`config.mk`:
```
export PLATFORM = sky130hd
export DESIGN_NAME = time_set_ctrl
export DESIGN_NICKNAME = d
export VERILOG_FILES = /design/src/rtl/clock_pkg.sv /design/src/rtl/button_debounce.sv /design/src/rtl/time_set_ctrl.sv
export SDC_FILE = /design/constraint.sdc
export NUM_CORES = 1
export LEC_CHECK = 0
export ABC_AREA = 1
export CAP_MARGIN = 5
export CORE_UTILIZATION = 37
export DETAILED_ROUTE_END_ITERATION = 7
export GPL_ROUTABILITY_DRIVEN = 0
export GPL_TIMING_DRIVEN = 0
export SETUP_SLACK_MARGIN = 0.3
export SYNTH_ARGS = -nofsm -noshare
export SYNTH_HDL_FRONTEND = slang
export SYNTH_HIERARCHICAL = 1
export SYNTH_SLANG_ARGS = --single-unit
```
`constraint.sdc`:
```
create_clock -name CLOCK_50 -period 2.2 [get_ports CLOCK_50]
set_clock_uncertainty 0.15 [all_clocks]
set_input_delay 0.22 -clock CLOCK_50 [delete_from_list [all_inputs] [get_ports CLOCK_50]]
set_output_delay 0.22 -clock CLOCK_50 [all_outputs]
set_load 0.05 [all_outputs]
```
`src/rtl/clock_pkg.sv`:
```
// Shared definitions for the time-set controller: field encodings, BCD
// field limits, the commit FSM state type and BCD step helpers.
package clock_pkg;

  typedef enum logic [1:0] {
    FIELD_HOUR   = 2'd0,
    FIELD_MINUTE = 2'd1,
    FIELD_SECOND = 2'd2,
    FIELD_MIL    = 2'd3
  } field_e;

  localparam logic [7:0] HOUR_MAX   = 8'h23;
  localparam logic [7:0] MINUTE_MAX = 8'h59;
  localparam logic [7:0] SECOND_MAX = 8'h59;
  localparam logic [7:0] MIL_MAX    = 8'h99;

  typedef enum logic [1:0] {
    ST_IDLE   = 2'd0,
    ST_SETUP  = 2'd1,
    ST_STROBE = 2'd2,
    ST_HOLD   = 2'd3
  } commit_state_e;

  // Largest legal BCD value of a field.
  function automatic logic [7:0] field_max(input field_e f);
    case (f)
      FIELD_HOUR:   return HOUR_MAX;
      FIELD_MINUTE: return MINUTE_MAX;
      FIELD_SECOND: return SECOND_MAX;
      default:      return MIL_MAX;
    endcase
  endfunction

  // BCD +1 with units carry; the field maximum wraps to 00.
  function automatic logic [7:0] bcd_inc(input logic [7:0] v, input logic [7:0] vmax);
    if (v == vmax)          return 8'h00;
    else if (v[3:0] == 4'd9) return {v[7:4] + 4'd1, 4'd0};
    else                    return v + 8'd1;
  endfunction

  // BCD -1 with units borrow; 00 wraps to the field maximum.
  function automatic logic [7:0] bcd_dec(input logic [7:0] v, input logic [7:0] vmax);
    if (v == 8'h00)          return vmax;
    else if (v[3:0] == 4'd0) return {v[7:4] - 4'd1, 4'd9};
    else                     return v - 8'd1;
  endfunction

endpackage

```
`src/rtl/button_debounce.sv`:
```
// One pushbutton: 2-FF synchronizer, stability-counter debouncer and a
// single-cycle press pulse on the debounced released-to-pressed edge.
module button_debounce #(
  parameter int DEBOUNCE_CYCLES = 500000
) (
  input  logic clk,
  input  logic rst_n,
  input  logic key_n,
  output logic press
);

  localparam int DCW = (DEBOUNCE_CYCLES > 1) ? $clog2(DEBOUNCE_CYCLES) : 1;
  localparam logic [DCW-1:0] DB_LAST = DCW'(DEBOUNCE_CYCLES - 1);

  logic [1:0]     sync_q;
  logic           level_q;
  logic [DCW-1:0] cnt_q;
  logic           sample;

  // Sampled key in pressed-high polarity.
  assign sample = ~sync_q[1];

  // Bring the raw key into the clock domain; idles at released (high).
  always_ff @(posedge clk or negedge rst_n) begin
    if (!rst_n) sync_q <= 2'b11;
    else        sync_q <= {sync_q[0], key_n};
  end

  // Flip the debounced level only after a full run of differing samples.
  // NOTE: state registers use non-blocking assignments so every flop sees
  // the pre-edge values of the others, exactly as the hardware does.
  always_ff @(posedge clk or negedge rst_n) begin
    if (!rst_n) begin
      level_q <= 1'b0;
      cnt_q   <= '0;
      press   <= 1'b0;
    end else begin
      press <= 1'b0;
      if (sample == level_q) begin
        cnt_q <= '0;
      end else if (cnt_q == DB_LAST) begin
        level_q <= sample;
        cnt_q   <= '0;
        press   <= sample;
      end else begin
        cnt_q <= cnt_q + DCW'(1);
      end
    end
  end

endmodule

```
`src/rtl/time_set_ctrl.sv`:
```
// Time/alarm set controller: four BCD edit buffers adjusted by debounced
// keys, and a commit FSM that writes hour, minute, second, mil in turn to
// the clock core using select levels and a time or alarm write strobe.
module time_set_ctrl
  import clock_pkg::*;
#(
  parameter int DEBOUNCE_CYCLES = 500000,
  parameter int STROBE_CYCLES   = 2
) (
  input  logic       CLOCK_50,
  input  logic       reset_n,
  input  logic       key_mode_n,
  input  logic       key_inc_n,
  input  logic       key_dec_n,
  input  logic       key_commit_n,
  input  logic       sw_alarm,
  output logic [7:0] time_in,
  output logic       set_hour,
  output logic       set_minute,
  output logic       set_second,
  output logic       set_mil,
  output logic       set_time,
  output logic       set_alarm,
  output logic [1:0] edit_field,
  output logic [7:0] edit_value,
  output logic       busy
);

  localparam int SCW = (STROBE_CYCLES > 1) ? $clog2(STROBE_CYCLES) : 1;
  localparam logic [SCW-1:0] STROBE_LAST = SCW'(STROBE_CYCLES - 1);

  logic mode_ev, inc_ev, dec_ev, commit_ev;
  logic [1:0] sw_sync_q;

  button_debounce #(.DEBOUNCE_CYCLES(DEBOUNCE_CYCLES)) u_db_mode (
    .clk(CLOCK_50), .rst_n(reset_n), .key_n(key_mode_n), .press(mode_ev));
  button_debounce #(.DEBOUNCE_CYCLES(DEBOUNCE_CYCLES)) u_db_inc (
    .clk(CLOCK_50), .rst_n(reset_n), .key_n(key_inc_n), .press(inc_ev));
  button_debounce #(.DEBOUNCE_CYCLES(DEBOUNCE_CYCLES)) u_db_dec (
    .clk(CLOCK_50), .rst_n(reset_n), .key_n(key_dec_n), .press(dec_ev));
  button_debounce #(.DEBOUNCE_CYCLES(DEBOUNCE_CYCLES)) u_db_commit (
    .clk(CLOCK_50), .rst_n(reset_n), .key_n(key_commit_n), .press(commit_ev));

  // Synchronize the alarm/time target switch (no debounce needed).
  always_ff @(posedge CLOCK_50 or negedge reset_n) begin
    if (!reset_n) sw_sync_q <= 2'b00;
    else          sw_sync_q <= {sw_sync_q[0], sw_alarm};
  end

  // ---------------------------------------------------------------- edit
  commit_state_e state_q, state_next;
  logic [7:0]    edit_buf_q    [4];
  logic [7:0]    edit_buf_next [4];
  field_e        field_q, field_next;

  // Apply mode/inc/dec events to the field pointer and selected buffer.
  // NOTE: every combinational output gets a default first so no path
  // leaves it unassigned, which would otherwise infer a latch.
  always_comb begin
    edit_buf_next = edit_buf_q;
    field_next    = field_q;
    if (state_q == ST_IDLE) begin
      if (mode_ev) field_next = field_e'(field_q + 2'd1);
      if (inc_ev && !dec_ev)
        edit_buf_next[field_q] = bcd_inc(edit_buf_q[field_q], field_max(field_q));
      else if (dec_ev && !inc_ev)
        edit_buf_next[field_q] = bcd_dec(edit_buf_q[field_q], field_max(field_q));
    end
  end

  // Edit buffers, field pointer and the registered view of the buffer.
  // NOTE: this small buffer array is reset element by element because a
  // defined 00 after reset is part of its behaviour; larger storage
  // arrays without such a need are normally left unreset.
  always_ff @(posedge CLOCK_50 or negedge reset_n) begin
    if (!reset_n) begin
      for (int i = 0; i < 4; i++) edit_buf_q[i] <= 8'h00;
      field_q    <= FIELD_HOUR;
      edit_value <= 8'h00;
    end else begin
      edit_buf_q <= edit_buf_next;
      field_q    <= field_next;
      edit_value <= edit_buf_next[field_next];
    end
  end

  assign edit_field = field_q;

  // ---------------------------------------------------------- commit FSM
  logic [1:0]     idx_q, idx_next;
  logic [SCW-1:0] cnt_q, cnt_next;
  logic           target_q, target_next;

  // State register with field index, strobe counter and latched target.
  always_ff @(posedge CLOCK_50 or negedge reset_n) begin
    if (!reset_n) begin
      state_q  <= ST_IDLE;
      idx_q    <= 2'd0;
      cnt_q    <= '0;
      target_q <= 1'b0;
    end else begin
      state_q  <= state_next;
      idx_q    <= idx_next;
      cnt_q    <= cnt_next;
      target_q <= target_next;
    end
  end

  // Next-state: SETUP (1) -> STROBE (STROBE_CYCLES) -> HOLD (1) per field.
  always_comb begin
    state_next  = state_q;
    idx_next    = idx_q;
    cnt_next    = cnt_q;
    target_next = target_q;
    case (state_q)
      ST_IDLE: begin
        if (commit_ev) begin
          state_next  = ST_SETUP;
          idx_next    = 2'd0;
          target_next = sw_sync_q[1];
        end
      end
      ST_SETUP: begin
        state_next = ST_STROBE;
        cnt_next   = '0;
      end
      ST_STROBE: begin
        if (cnt_q == STROBE_LAST) state_next = ST_HOLD;
        else                      cnt_next   = cnt_q + SCW'(1);
      end
      ST_HOLD: begin
        if (idx_q == 2'd3) begin
          state_next = ST_IDLE;
        end else begin
          state_next = ST_SETUP;
          idx_next   = idx_q + 2'd1;
        end
      end
      default: state_next = ST_IDLE;
    endcase
  end

  logic [7:0] time_in_next;
  logic [3:0] sel_next, sel_q;
  logic       set_time_next, set_alarm_next, busy_next;

  // Output values for the coming state, so the registered outputs line up
  // with the state they describe.
  always_comb begin
    time_in_next   = 8'h00;
    sel_next       = 4'b0000;
    set_time_next  = 1'b0;
    set_alarm_next = 1'b0;
    busy_next      = (state_next != ST_IDLE);
    if (state_next != ST_IDLE) begin
      time_in_next = edit_buf_next[idx_next];
      sel_next     = 4'b0001 << idx_next;
    end
    if (state_next == ST_STROBE) begin
      set_time_next  = ~target_next;
      set_alarm_next = target_next;
    end
  end

  // Output registers toward the clock core.
  always_ff @(posedge CLOCK_50 or negedge reset_n) begin
    if (!reset_n) begin
      time_in   <= 8'h00;
      sel_q     <= 4'b0000;
      set_time  <= 1'b0;
      set_alarm <= 1'b0;
      busy      <= 1'b0;
    end else begin
      time_in   <= time_in_next;
      sel_q     <= sel_next;
      set_time  <= set_time_next;
      set_alarm <= set_alarm_next;
      busy      <= busy_next;
    end
  end

  assign set_hour   = sel_q[0];
  assign set_minute = sel_q[1];
  assign set_second = sel_q[2];
  assign set_mil    = sel_q[3];

endmodule

```
# Yosys cells after proc, flatten, opt, wreduce, memory -nomap -nowiden
# Cells that the tools add are included.
totals:
  register_bits: 157
  inputBits: 7
  output_inout_bits: 25
op_classes:
  addsub: 11
  order_cmp: 4
  eq_ne: 17
  shift: 1
  muxes: 61
  bitwise: 12
  n_reduce_logical: 16
ops:
  columns: ["cell", "count"]
  rows:
  - ["19-bit 2-to-1 mux", 8]
  - ["8-bit 2-to-1 mux", 19]
  - ["32-bit 2-to-1 mux", 3]
  - ["19-bit by 1-bit adder with 19-bit output, second input constant", 4]
  - ["19-bit == test, second input constant", 4]
  - ["32-bit bitwise mux", 2]
  - ["8-bit binary-select mux with 2-bit select", 3]
  - ["8-bit demux with 2-bit select", 1]
  - ["8-bit case mux with 2 select lines", 1]
  - ["1-bit 2-to-1 mux", 14]
  - ["2-bit 2-to-1 mux", 6]
  - ["2-bit == test, second input constant", 5]
  - ["3-bit >= comparator, second input constant", 3]
  - ["1-bit inverter", 9]
  - ["2-bit inverter with 3-bit output", 3]
  - ["8-bit by 1-bit adder with 8-bit output, second input constant", 1]
  - ["8-bit == test", 1]
  - ["8-bit logical NOT", 1]
  - ["2-bit case mux with 4 select lines", 1]
  - ["2-bit AND reduction", 4]
  - ["8-bit by 1-bit subtractor with 8-bit output, second input constant", 1]
  - ["2-bit by 1-bit adder with 2-bit output, second input constant", 2]
  - ["4-bit by 1-bit adder with 4-bit output, second input constant", 1]
  - ["1-bit == test", 4]
  - ["other kinds (15)", 21]

# Longest topological paths before layout
logic_depth:
  word_depth: 18
  ltp_mapped: 20
  depth_no_buf: 18

# By module
# Netlist, hierarchy kept.
by_module_without_submodules:
  columns: ["module", "n_inst", "cells_each", "area_each_um2"]
  rows:
  - ["time_set_ctrl", 1, 727, 5018.6]
  - ["button_debounce", 4, 148, 1222.4]

# Worst setup path before layout
# No wires, ideal clock.
synth_timing:
  path_type: "register to register"
  startpoint: "register field_q[0] (netlist: edit_field[0])"
  endpoint: "register time_in[3]"
  arrival_time_ps: 2511
  required_time_ps: 1918
  slack_ps: -593
  stages_incl_launch_ff: 21
  synth_period_minus_slack_ps: 2793
  cell_sequence: "dfrtp_1 > buf_6 > inv_8 > buf_8 > nand2_1 > nand3_2 > nand2_4 > ha_1 > inv_1 > nor2_4 > inv_2 > nor2_8 > inv_2 > nand2_4 > nand3_2 > a21oi_2 > nand2_1 > nand3_1 > nand2_1 > nor2_1 > nor2_1"
synth_via:
  elab_chain_cells: 18
synth_lines:
  columns: ["item", "line", "rtl"]
  rows:
  - ["start, declared", "time_set_ctrl.sv:54", "field_e field_q, field_next;"]
  - ["start signal, assigned", "time_set_ctrl.sv:82", "field_q <= field_next;"]
  - ["2-bit inverter with 3-bit output (not written as such)", "time_set_ctrl.sv:65, time_set_ctrl.sv:67", null]
  - ["8-bit binary-select mux with 2-bit select", "time_set_ctrl.sv:65, time_set_ctrl.sv:67", null]
  - ["8-bit 2-to-1 mux (not written as such) (2 in a row)", "time_set_ctrl.sv:65, time_set_ctrl.sv:67", null]
  - ["8-bit by 1-bit subtractor with 8-bit output / 4-bit logical NOT (equally long branches)", "clock_pkg.sv:45, clock_pkg.sv:44", null]
  - ["8-bit 2-to-1 mux", "clock_pkg.sv:44", "else if (v[3:0] == 4'd0) return {v[7:4] - 4'd1, 4'd9};"]
  - ["8-bit 2-to-1 mux", "clock_pkg.sv:43", "if (v == 8'h00) return vmax;"]
  - ["8-bit 2-to-1 mux", "time_set_ctrl.sv:66", "else if (dec_ev && !inc_ev)"]
  - ["8-bit 2-to-1 mux", "time_set_ctrl.sv:64", "if (inc_ev && !dec_ev)"]
  - ["8-bit 2-to-1 mux", "time_set_ctrl.sv:62", "if (state_q == ST_IDLE) begin"]
  - ["32-bit bitwise mux", "time_set_ctrl.sv:67", "edit_buf_next[field_q] = bcd_dec(edit_buf_q[field_q], field_max(field_q));"]
  - ["32-bit 2-to-1 mux", "time_set_ctrl.sv:66", null]
  - ["32-bit 2-to-1 mux *", "time_set_ctrl.sv:64", null]
  - ["32-bit 2-to-1 mux *", "time_set_ctrl.sv:62", null]
  - ["8-bit binary-select mux with 2-bit select *", "time_set_ctrl.sv:156", "time_in_next = edit_buf_next[idx_next];"]
  - ["8-bit 2-to-1 mux (not written as such) * (2 in a row)", "time_set_ctrl.sv:156", null]
  - ["8-bit 2-to-1 mux *", "time_set_ctrl.sv:155", "if (state_next != ST_IDLE) begin"]
  - ["via time_in_next[3]", "time_set_ctrl.sv:143", "logic [7:0] time_in_next;"]
  - ["end signal, assigned", "time_set_ctrl.sv:174", "time_in <= time_in_next;"]
  - ["end, declared", "time_set_ctrl.sv:17", "output logic [7:0] time_in,"]
# The timed path passes the listed nets; every way through them passes the cells marked *. The select of a mux whose other input is x is not followed.
# A chain may end at the register's enable or synchronous reset.

# Worst setup path after layout
layout_timing:
  startpoint: "register field_q[0] (netlist: edit_field[0])"
  endpoint: "register time_in[1]"
# Same word-level chain as after synthesis.

==> metrics.md <==
| Metric | Value |
|---|---|
| Worst-Margin Slew | 0.703 ns |
| IO Pins | 32 |
| Die area | 27400 µm² |
| Tot GR Track Use | 21.6% |
| Clock slew at reported path FFs | 0.07 ns |
| Register area share after synthesis | 39.8% |
| Max-Slew Margin vs Limit | 53.1% |
| Gate power share | 2.5% |
| Clk sinks | 157 |
| Outcome | finished with violations |
| Die W | 166 µm |
| Synth Flop Type | dfrtp_1 |
| Post-synth top area share | 37.6% |
| Share of layout cells above drive strength 1 | 33.8% |
| Vias in the first global route | 9072 |
| Grt total ovfl | 0 |
| HPWL reported at the end of detailed placement | 19.3 mm |
| Post-synthesis simple-gate area fraction | 38.5% |
| Die height | 166 µm |
| CTS H-tree depth | 4 |
| Post-route setup slack | -0.512 ns |
| Post-route ant nets | 0 |
| Failing checks | design-rule violations, negative setup slack |
| Post-synthesis cell type count | 45 |
| ANT cells | 0 |
| CP Max Fanout | 6 |
| Met3 Resource Use GR | 3.97% |
| Setup violators final | 46 |
| Fmax | 369 MHz |
| Largest net degree at the start of global routing | 104 |
| GR Layer Usage met2 | 33.9% |
| Number of vias per cell | 5.31 |
| Post-Synth Adder-Cell Area | 2.40% |
| Final net count | 1508 |
| Cell row count | 59 |
| Skew-Pair Late Insertion Delay | 0.43 ns |
| Synthesized instance count | 1319 |
| Final hold viol count | 0 |
| Critical path capture point type | flip-flop |
| Maximum VDD drop | 0.000450 V |
| Placed inst area | 10800 µm² |
| Crit Path Class | reg -> reg |
| Hold Crit Class | in -> reg |
| Number of synthesized flops with an enable pin | 0 |
| Placed cell count | 1686 |
| Req. time, crit path | 2.40 ns |
| Crit path launch type | flip-flop |
| WP data arrival | 2.91 ns |
| Drt first pass iters | 8 |
| WL final | 30.5 mm |
| XOR/XNOR Fraction of Synth Area | 3.91% |
| DR iter-0 viols | 971 |
| Port Buffers | 31 |
| Syn nets | 1345 |
| CTS tree | done |
| Area Overhead vs Synth | 35.6% |
| Syn Std Cell Area | 9910 µm² |
| Busiest grt layer | met2 |
| Seq pwr share | 48.4% |
| Routed wire length per instance | 16.6 µm |
| Synth Register Bits | 157 |
| Clock root buffer | clkbuf_16 |
| Switching Share | 23.5% |
| Synth Area per Inst | 7.51 µm² |
| Period minus WS final | 2.71 ns |
| Core Box Area | 26100 µm² |
| Power Density | 452 nW/µm² |
| Post-route cell area | 13400 µm² |
| Leakage | 6.17 nW |
| Num CTS Buffers | 17 |
| DRC | 4 |
| Max Slew Vio Count | 0 |
| Via count | 9722 |
| Most area-consuming cells after synthesis | dfrtp_1 38%, nand2_1 12%, nand3_1 8.7%, nor2_1 6.1%, a21oi_1 4.2% |
| Leading cell types in the layout, fill and taps excluded | 264 x nand2_1, 147 x dfrtp_1, 145 x nor2_1 |
| First-pass GRT wire length | 47.1 mm |
| Post-synthesis mux area share | 0% |
| Initial Util | 37.9% |
| Compound-gate portion of the synthesized area | 9.03% |
| Clock tree buffer depth | 2 |
| Sw Pwr | 1.43 mW |
| Most common cell after layout, fill and taps aside | nand2_1 |
| Non-Filler Instances | 1830 |
| Clock network fraction of total power | 49.1% |
| Ys async rst share | 100% |
| P_int | 4.64 mW |
| Met1 Use GR | 28.3% |
| Tcrit/Tclk final | 123% |
| Initial antenna violation count | 0 |
| Yosys synthesis warning count | 6 |
| Largest family of logic cells by synthesized area | simple AND/OR/NAND/NOR gates |
| Unrepaired setup endpoints after global routing | yes |
| Synth area leader | dfrtp_1 |
| Max cap viols | 0 |
==> critical path: stages (launching register included) <==
cell and delay, ns:
dfrtp_2 0.43, buf_8 0.16, buf_8 0.14, buf_8 0.14, buf_6 0.13, nand2_4 0.06
nand3_4 0.08, nand2_4 0.13, nand3_4 0.12, nor2_1 0.11, nor2_1 0.06, a21oi_2 0.27
nand2_1 0.12, a21oi_2 0.19, nand2_2 0.10, nand3_1 0.08, nand2_1 0.07, nor3_2 0.10
==> metrics by stage <==
step | hold WS (ns) | total power [mW] | worst slack [ns] | utilization, % | TNS (ns)
global placement | 0.185 | 3.14 | -6.53 | 41.3 | -939.55
detailed placement | 0.0197 | 3.15 | -1.23 | 41.4 | -32.29
CTS | 0.0309 | 6.15 | -0.443 | 49.0 | -10.45
floorplan | -0.226 | 3.05 | -0.378 | - | -8.37
finish | 0.0431 | 6.07 | -0.512 | 51.4 | -13.88
global route | 0.0458 | 6.29 | -0.644 | 51.4 | -17.78
==> registers in the layout (all words and copies together), names as in the netlist, 2 cells and up <==
| name | flops |
|---|---|
| u_db_dec/cnt_q | 19 |
| u_db_commit/cnt_q | 19 |
| u_db_mode/sync_q | 2 |
| u_db_dec/sync_q | 2 |
| state_q | 2 |
| time_in | 8 |
| edit_field | 2 |
| edit_buf_q | 32 |
| sel_q | 4 |
| u_db_commit/sync_q | 2 |
| edit_value | 8 |
| u_db_mode/cnt_q | 19 |
| sw_sync_q | 2 |
| idx_q | 2 |
| u_db_inc/cnt_q | 19 |
| u_db_inc/sync_q | 2 |
==> power by group through the flow <==
stage / registers, mW / clock network, mW / logic (mW)
final: 2.94 / 2.98 / 0.151
after global routing: 2.94 / 3.18 / 0.178
after CTS: 2.94 / 3.06 / 0.159
after detailed placement: 2.99 / 0 / 0.156
after global placement: 2.99 / 0 / 0.147
after floorplan: 2.99 / 0 / 0.0623
==> cell families after synthesis <==
group                      after synthesis
xor gates and xnor gates                40
adders and majority gates               19
buffers and inverters                  152
DFF                                    157
AOI/OAI and AO/OA                      163
and+or+nand+nor                        788
==> worst paths after layout <==
check / slack (ns) / from / to / cells after the start
min in group asynchronous: 0.13 / reset_n / u_db_mode/cnt_q[6] / 2
worst max-delay path: -0.51 / edit_field[0] / time_in[1] / 17
worst max register to register: -0.51 / edit_field[0] / time_in[1] / 17
max in group asynchronous: 0.87 / reset_n / edit_field[0] / 3
worst min-delay path: 0.04 / key_inc_n / u_db_inc/sync_q[0] / 1
worst min register to register: 0.21 / sw_sync_q[0] / sw_sync_q[1] / 0
==> cell usage after synthesis (6+ instances only) <==
cell type and number:
nand3_1 172, o21ai_1 30, nor2_2 20, clkinv_1 6, inv_2 16, nand4_1 12, nand2_2 24, nor3_1 15
a21oi_1 84, inv_1 103, ha_1 19, xnor2_1 8, dfstp_2 8, clkbuf_1 16, o21ai_0 25, nor2_4 17
nand3_2 19, nor2_1 162, xor2_1 27, nand2_1 318, dfrtp_1 149, nand2_4 10
==> timing repair <==
item,CTS,global route
endpoints found under the setup margin,81,57
setup buffers,74,32
hold endpoints to repair,54,0
resized for setup,209,106
hold buffers,1,0
pin swaps,76,64
cloned,4,1
==> routing by layer <==
layer,routed length [µm],part of all wire [%]
met2,14100,46
met5,0,0
met3,1980,6.5
met1,12800,42
met4,1590,5.2
==> area by class of cell <==
class	instances	area, µm²
flip-flops and latches	157	3940
repair inverters	2	13.8
well taps	335	419
clock inverters	12	125
inverters	127	548
clock buffers	20	467
repair buffers	142	1340
fillers	2402	12700
plain buffers	25	214
multi-input cells	1010	6380
No activity file was read; power rests on OpenSTA's default activity.
